### src/rtl/exec_core_pipe.sv
// Two-stage (ID/EX) parametrised datapath core with valid/ready instruction intake.
// Define EXEC_CORE_FWD_EN to forward EX results into ID instead of stalling.
module exec_core_pipe #(
  parameter int DATA_W    = 8,
  parameter int REG_COUNT = 16,
  parameter int REG_AW    = $clog2(REG_COUNT)
) (
  input  logic              clk,
  input  logic              rst,
  input  logic              instr_valid,
  output logic              instr_ready,
  input  logic [3:0]        opcode,
  input  logic [REG_AW-1:0] ra,
  input  logic [REG_AW-1:0] rb,
  input  logic [REG_AW-1:0] rd,
  input  logic [DATA_W-1:0] imm,
  output logic [DATA_W-1:0] data_out,
  output logic              out_valid,
  output logic [2:0]        flags,
  output logic              busy
);

  localparam logic [3:0] OP_MVR = 4'h0;
  localparam logic [3:0] OP_LDB = 4'h1;
  localparam logic [3:0] OP_STB = 4'h2;
  localparam logic [3:0] OP_RDS = 4'h3;
  localparam logic [3:0] OP_NOT = 4'h8;
  localparam logic [3:0] OP_AND = 4'h9;
  localparam logic [3:0] OP_ORA = 4'hA;
  localparam logic [3:0] OP_ADD = 4'hB;
  localparam logic [3:0] OP_SUB = 4'hC;
  localparam logic [3:0] OP_XOR = 4'hD;
  localparam logic [3:0] OP_INC = 4'hE;
  localparam logic [3:0] OP_CMP = 4'hF;

  logic [DATA_W-1:0] rf_q [REG_COUNT];

  logic              ex_valid_q;
  logic [3:0]        ex_op_q;
  logic [DATA_W-1:0] ex_a_q;
  logic [DATA_W-1:0] ex_b_q;
  logic [DATA_W-1:0] ex_imm_q;
  logic [REG_AW-1:0] ex_dst_q;

  logic [DATA_W-1:0] data_out_q;
  logic              out_valid_q;
  logic [2:0]        flags_q;

  logic [DATA_W-1:0] ex_res;
  logic              ex_c;
  logic              ex_we;
  logic              ex_fw;
  logic              ex_out;
  logic [2:0]        flags_nx;
  logic [DATA_W:0]   sum;
  logic [DATA_W:0]   dif;
  logic [DATA_W:0]   inc;

  logic [REG_AW-1:0] id_dst;
  logic [DATA_W-1:0] id_a;
  logic [DATA_W-1:0] id_b;
  logic [2:0]        id_flags;
  logic              accept;

  // EX: result, carry and side-effect decode
  assign sum = {1'b0, ex_a_q} + {1'b0, ex_b_q};
  assign dif = {1'b0, ex_a_q} - {1'b0, ex_b_q};
  assign inc = {1'b0, ex_a_q} + (DATA_W+1)'(1);

  always_comb begin
    ex_res = ex_a_q;
    ex_c   = 1'b0;
    ex_we  = 1'b0;
    case (ex_op_q)
      OP_MVR: ex_we = 1'b1;
      OP_LDB: begin
        ex_res = ex_imm_q;
        ex_we  = 1'b1;
      end
      OP_NOT: begin
        ex_res = ~ex_a_q;
        ex_we  = 1'b1;
      end
      OP_AND: begin
        ex_res = ex_a_q & ex_b_q;
        ex_we  = 1'b1;
      end
      OP_ORA: begin
        ex_res = ex_a_q | ex_b_q;
        ex_we  = 1'b1;
      end
      OP_XOR: begin
        ex_res = ex_a_q ^ ex_b_q;
        ex_we  = 1'b1;
      end
      OP_ADD: begin
        ex_res = sum[DATA_W-1:0];
        ex_c   = sum[DATA_W];
        ex_we  = 1'b1;
      end
      OP_SUB: begin
        ex_res = dif[DATA_W-1:0];
        ex_c   = dif[DATA_W];
        ex_we  = 1'b1;
      end
      OP_CMP: begin
        ex_res = dif[DATA_W-1:0];
        ex_c   = dif[DATA_W];
      end
      OP_INC: begin
        ex_res = inc[DATA_W-1:0];
        ex_c   = inc[DATA_W];
        ex_we  = 1'b1;
      end
      default: ;
    endcase
  end

  assign ex_fw    = ex_op_q[3];
  assign ex_out   = (ex_op_q == OP_STB) || (ex_op_q == OP_RDS);
  assign flags_nx = ex_fw
                  ? {ex_res[DATA_W-1], ex_res == '0, ex_c}
                  : flags_q;

  // ID: destination select
  always_comb begin
    id_dst = rd;
    case (opcode)
      OP_MVR,
      OP_NOT: id_dst = rb;
      OP_LDB: id_dst = ra;
      default: ;
    endcase
  end

`ifdef EXEC_CORE_FWD_EN
  logic hit_a;
  logic hit_b;
  logic hit_f;

  assign hit_a = ex_valid_q && ex_we && (ex_dst_q == ra);
  assign hit_b = ex_valid_q && ex_we && (ex_dst_q == rb);
  assign hit_f = ex_valid_q && ex_fw;

  assign id_a        = hit_a ? ex_res : rf_q[ra];
  assign id_b        = hit_b ? ex_res : rf_q[rb];
  assign id_flags    = hit_f ? flags_nx : flags_q;
  assign instr_ready = !rst;
`else
  logic rd_a;
  logic rd_b;
  logic raw_haz;
  logic flg_haz;

  assign rd_a = (opcode == OP_MVR) || (opcode == OP_STB) || opcode[3];
  assign rd_b = opcode[3] && (opcode != OP_NOT) && (opcode != OP_INC);

  assign raw_haz = ex_valid_q && ex_we &&
                   ((rd_a && (ex_dst_q == ra)) ||
                    (rd_b && (ex_dst_q == rb)));
  assign flg_haz = ex_valid_q && ex_fw && (opcode == OP_RDS);

  assign id_a        = rf_q[ra];
  assign id_b        = rf_q[rb];
  assign id_flags    = flags_q;
  assign instr_ready = !rst && !(instr_valid && (raw_haz || flg_haz));
`endif

  assign accept = instr_valid && instr_ready;

  always_ff @(posedge clk or posedge rst) begin
    if (rst) begin
      for (int i = 0; i < REG_COUNT; i++) rf_q[i] <= '0;
      ex_valid_q  <= 1'b0;
      ex_op_q     <= '0;
      ex_a_q      <= '0;
      ex_b_q      <= '0;
      ex_imm_q    <= '0;
      ex_dst_q    <= '0;
      data_out_q  <= '0;
      out_valid_q <= 1'b0;
      flags_q     <= '0;
    end else begin
      ex_valid_q <= accept;
      if (accept) begin
        ex_op_q  <= opcode;
        // RDS carries the status word through the A operand slot
        ex_a_q   <= (opcode == OP_RDS)
                  ? {{(DATA_W-3){1'b0}}, id_flags}
                  : id_a;
        ex_b_q   <= id_b;
        ex_imm_q <= imm;
        ex_dst_q <= id_dst;
      end
      if (ex_valid_q && ex_we) rf_q[ex_dst_q] <= ex_res;
      if (ex_valid_q && ex_fw) flags_q <= flags_nx;
      out_valid_q <= ex_valid_q && ex_out;
      if (ex_valid_q && ex_out) data_out_q <= ex_a_q;
    end
  end

  assign data_out  = data_out_q;
  assign out_valid = out_valid_q;
  assign flags     = flags_q;
  assign busy      = ex_valid_q;

endmodule

### config.mk
export PLATFORM = sky130hd
export DESIGN_NAME = exec_core_pipe
export DESIGN_NICKNAME = d
export VERILOG_FILES = /design/src/rtl/exec_core_pipe.sv
export SDC_FILE = /design/constraint.sdc
export NUM_CORES = 1
export LEC_CHECK = 0
export CORE_ASPECT_RATIO = 1.25
export CORE_MARGIN = 2
export CORE_UTILIZATION = 50
export CTS_BUF_LIST = sky130_fd_sc_hd__clkbuf_4 sky130_fd_sc_hd__clkbuf_8
export DETAILED_ROUTE_END_ITERATION = 10
export GPL_TIMING_DRIVEN = 0
export PLACE_DENSITY = 0.73
export SETUP_SLACK_MARGIN = 0.4
export SLEW_MARGIN = 20
export SYNTH_ARGS = -nofsm -noshare
export SYNTH_HDL_FRONTEND = slang
export SYNTH_SLANG_ARGS = --single-unit
### constraint.sdc
create_clock -name clk -period 6.9 [get_ports clk]
set_input_delay 1.38 -clock clk [delete_from_list [all_inputs] [get_ports clk]]
set_output_delay 1.38 -clock clk [all_outputs]
set_load 0.01 [all_outputs]
==> metrics.yaml <==
clkTransAtPathRegs_ns: 0.09
syn_avg_cell_area_sq_um: 11.7
crit_fanout: 9
syn_inst: 879
max_freq_ghz: 0.201
p_switching_mw: 1.50
wl_per_cell_um: 24.2
maxCapViolCount: 0
ys_ff_latch: 173
fin_ws_ns: 1.92
critPathCaptureType: "output port"
core_sq_um: 20100
finClkSkew_ns: 0.0213
drv_slew: 0
post-place-ws_ns: 1.96
path_cells: "clkdlybuf4s50_1 -> nand2_1 -> nor3_2 -> nand3_1 -> nand2_1 -> a21oi_1 -> clkdlybuf4s50_1"
initial_core_util: 0.511
hold_violations: 0
hold_path_class: "flop to flop"
gp_congestion: 0.970
io_pins: 41
hold_buffers: 0
drive_gt1_frac: 0.265
die_y_um: 164
vias_per_cell: 6.43
rsz0062_at_grt: "false"
syn_area_sq_um: 10300
post_cts_buffers: 0
synth-warning-count: 0
synth_edf_count: 0
peakVddDrop_mv: 0.148
place_hpwl_um: 21400
vias: 7823
drc_errors: 0
seqPwrFrac: 0.411
final_antenna_net_count: 0
first_iter_violations: 786
path_class: "input port to output port"
grt_pass1_vias: 8048
yosys.area.top_type: "dfrtp_1"
worst_slew_pin_slew_ns: 0.946
n_fill_cell: 1711
clock_latency_ns: 0.48
num_rows: 58
numCtsBuffers: 17
die_area_sq_um: 21700
synth_ff_type: "dfrtp_1"
p_per_area_nw_per_um2: 342
nNetsFinal: 989
fin_crit_ns: 4.98
seq_area_frac_synth: 0.422
placed_cells: 1185
synth_cell_types: 69
dr.pass1.iters: 7
num_antenna_cells: 0
final_area_sq_um: 11500
grt_pass1_wl_um: 46100
postPlaceCellArea_sq_um: 11000
routed_wl_um: 29400
grt.total_usage: 0.284
p_sw_frac: 0.382
antenna_found_initial: 0
max-slew-margin-rel: 0.363
syn_nets: 934
clk_path_buf_depth: 2
cts_sinks: 173
status: "completed"
finalSetupViolCount: 0
p_leak_nw: 4.88
combPwrFrac: 0.390
layoutNonFillerInstCount: 1217
cts.root.buffer_cell: "clkbuf_8"
area_growth_syn_to_layout_pct: 11.8
slowest_stage: "clkdlybuf4s50_1"
synth_area_leaders: "dfrtp_1 (42%), mux4_2 (18%), mux2_2 (10%), ha_1 (3.2%), o21ai_0 (3.0%)"
clkPwrFrac: 0.199
p_int_mw: 2.42
cp.arrival_ns: 3.60
netlist.area_leader.share: 0.422
cts_resized: 0
numPortBuffers: 30
start_kind: "input port"
cp_data_required_time_ns: 5.52
cts_tree: "yes"
htree_levels: 4
fin_crit_sh: 0.722
ys_async_sr_fraction: 1.00
slowest_delay_ns: 0.68
synth.top_cells.by_count: "dfrtp_1 (173), mux2_2 (93), mux4_2 (80), nand2_1 (74), o21ai_0 (62)"
post-route-util: 0.571
die_x_um: 132
grt_max_degree: 34
synth_most_common_cell: "dfrtp_1"
overflow: 0
## per-layer routing
metal | up-vias | part of all wire | GRT usage
met2 | 407 | 0.50 | 0.489
met5 | - | 0 | 0
met4 | 0 | 0.059 | 0.164
met3 | 122 | 0.071 | 0.0534
met1 | 3924 | 0.37 | 0.336
li1 | 3370 | - | -
## registers in the layout, indices dropped and copies added (netlist names)
register / cells
rf_q: 128
data_out: 8
ex_a_q: 8
ex_b_q: 8
ex_imm_q: 8
ex_dst_q: 4
ex_op_q: 4
flags: 3
busy: 1
out_valid: 1
## final timing paths
path,start,to,slack [ns],depth (start not counted)
setup / recovery,opcode[0],instr_ready,1.92,7
hold / removal,rf_q[26],rf_q[26],0.51,2
setup reg to reg,ex_a_q[2],rf_q[118],2.89,12
hold reg to reg,rf_q[26],rf_q[26],0.51,2
max in group asynchronous,rst,rf_q[113],4.62,6
min in group asynchronous,rst,ex_imm_q[3],1.19,2
## layout by cell type, fill, tap and decap left out, types with 4 or more instances in the layout
| master | n |
|---|---|
| dfrtp_1 | 173 |
| mux2_2 | 93 |
| mux4_2 | 80 |
| nand2_1 | 74 |
| o21ai_0 | 62 |
| nor2_1 | 59 |
| a21oi_1 | 44 |
| clkbuf_1 | 34 |
| clkdlybuf4s50_1 | 30 |
| buf_2 | 28 |
| inv_1 | 26 |
| ha_1 | 26 |
| clkbuf_8 | 17 |
| nor3_1 | 14 |
| nand2b_1 | 12 |
| nor2b_1 | 11 |
| nand3_1 | 10 |
| nor4_1 | 8 |
| o211ai_1 | 8 |
| xnor2_1 | 8 |
| xor2_1 | 7 |
| o221ai_1 | 6 |
| a221oi_1 | 5 |
| mux2i_1 | 5 |
| inv_6 | 5 |
| a32oi_1 | 4 |
| o22a_1 | 4 |
| o31ai_1 | 4 |
| a21o_1 | 4 |
| inv_8 | 4 |
| buf_12 | 4 |
## layout make-up
type	instances	area, sq um	area share
Buffer	68	305	0.0266
Timing Repair Buffer	36	435	0.0380
Multi-Input combinational cell	610	5520	0.482
Inverter	28	109	0.00949
Clock buffer	17	234	0.0204
Sequential cell	173	4330	0.377
Clock inverter	15	198	0.0172
Tap cell	270	338	0.0294
## power by group through the flow
stage / clock network (mW) / registers [mW] / logic, mW
2_1_floorplan: 0 / 1.52 / 1.13
3_3_place_gp: 0 / 1.60 / 1.45
3_5_place_dp: 0 / 1.62 / 1.50
4_1_cts: 0.787 / 1.60 / 1.51
5_1_grt: 0.823 / 1.65 / 1.66
6_report: 0.780 / 1.61 / 1.53
## metrics by stage
step | setup TNS, ns | power [mW] | hold slack, ns
floorplan | 0 | 2.65 | 0.461
global placement | -30.08 | 3.05 | 0.477
detailed placement | 0 | 3.12 | 0.488
CTS | 0 | 3.90 | 0.511
global route | 0 | 4.13 | 0.539
finish | 0 | 3.92 | 0.507
## critical path, delay by kind of cell
kind                   cells  cell delay [ns]
AOI/OAI and AO/OA          1             0.06
buffers and inverters      2             1.15
and+or+nand+nor            4             1.00
## cell families after synthesis
logic type / synth area share
AO/OA/AOI/OAI: 0.108
flip-flops: 0.422
buffers and inverters: 0.0400
adder cells (fa/ha/maj): 0.0356
AND/OR/NAND/NOR: 0.0963
multiplexers: 0.286
XOR/XNOR: 0.0128
Note: power is estimated with default switching activity, not from simulation.
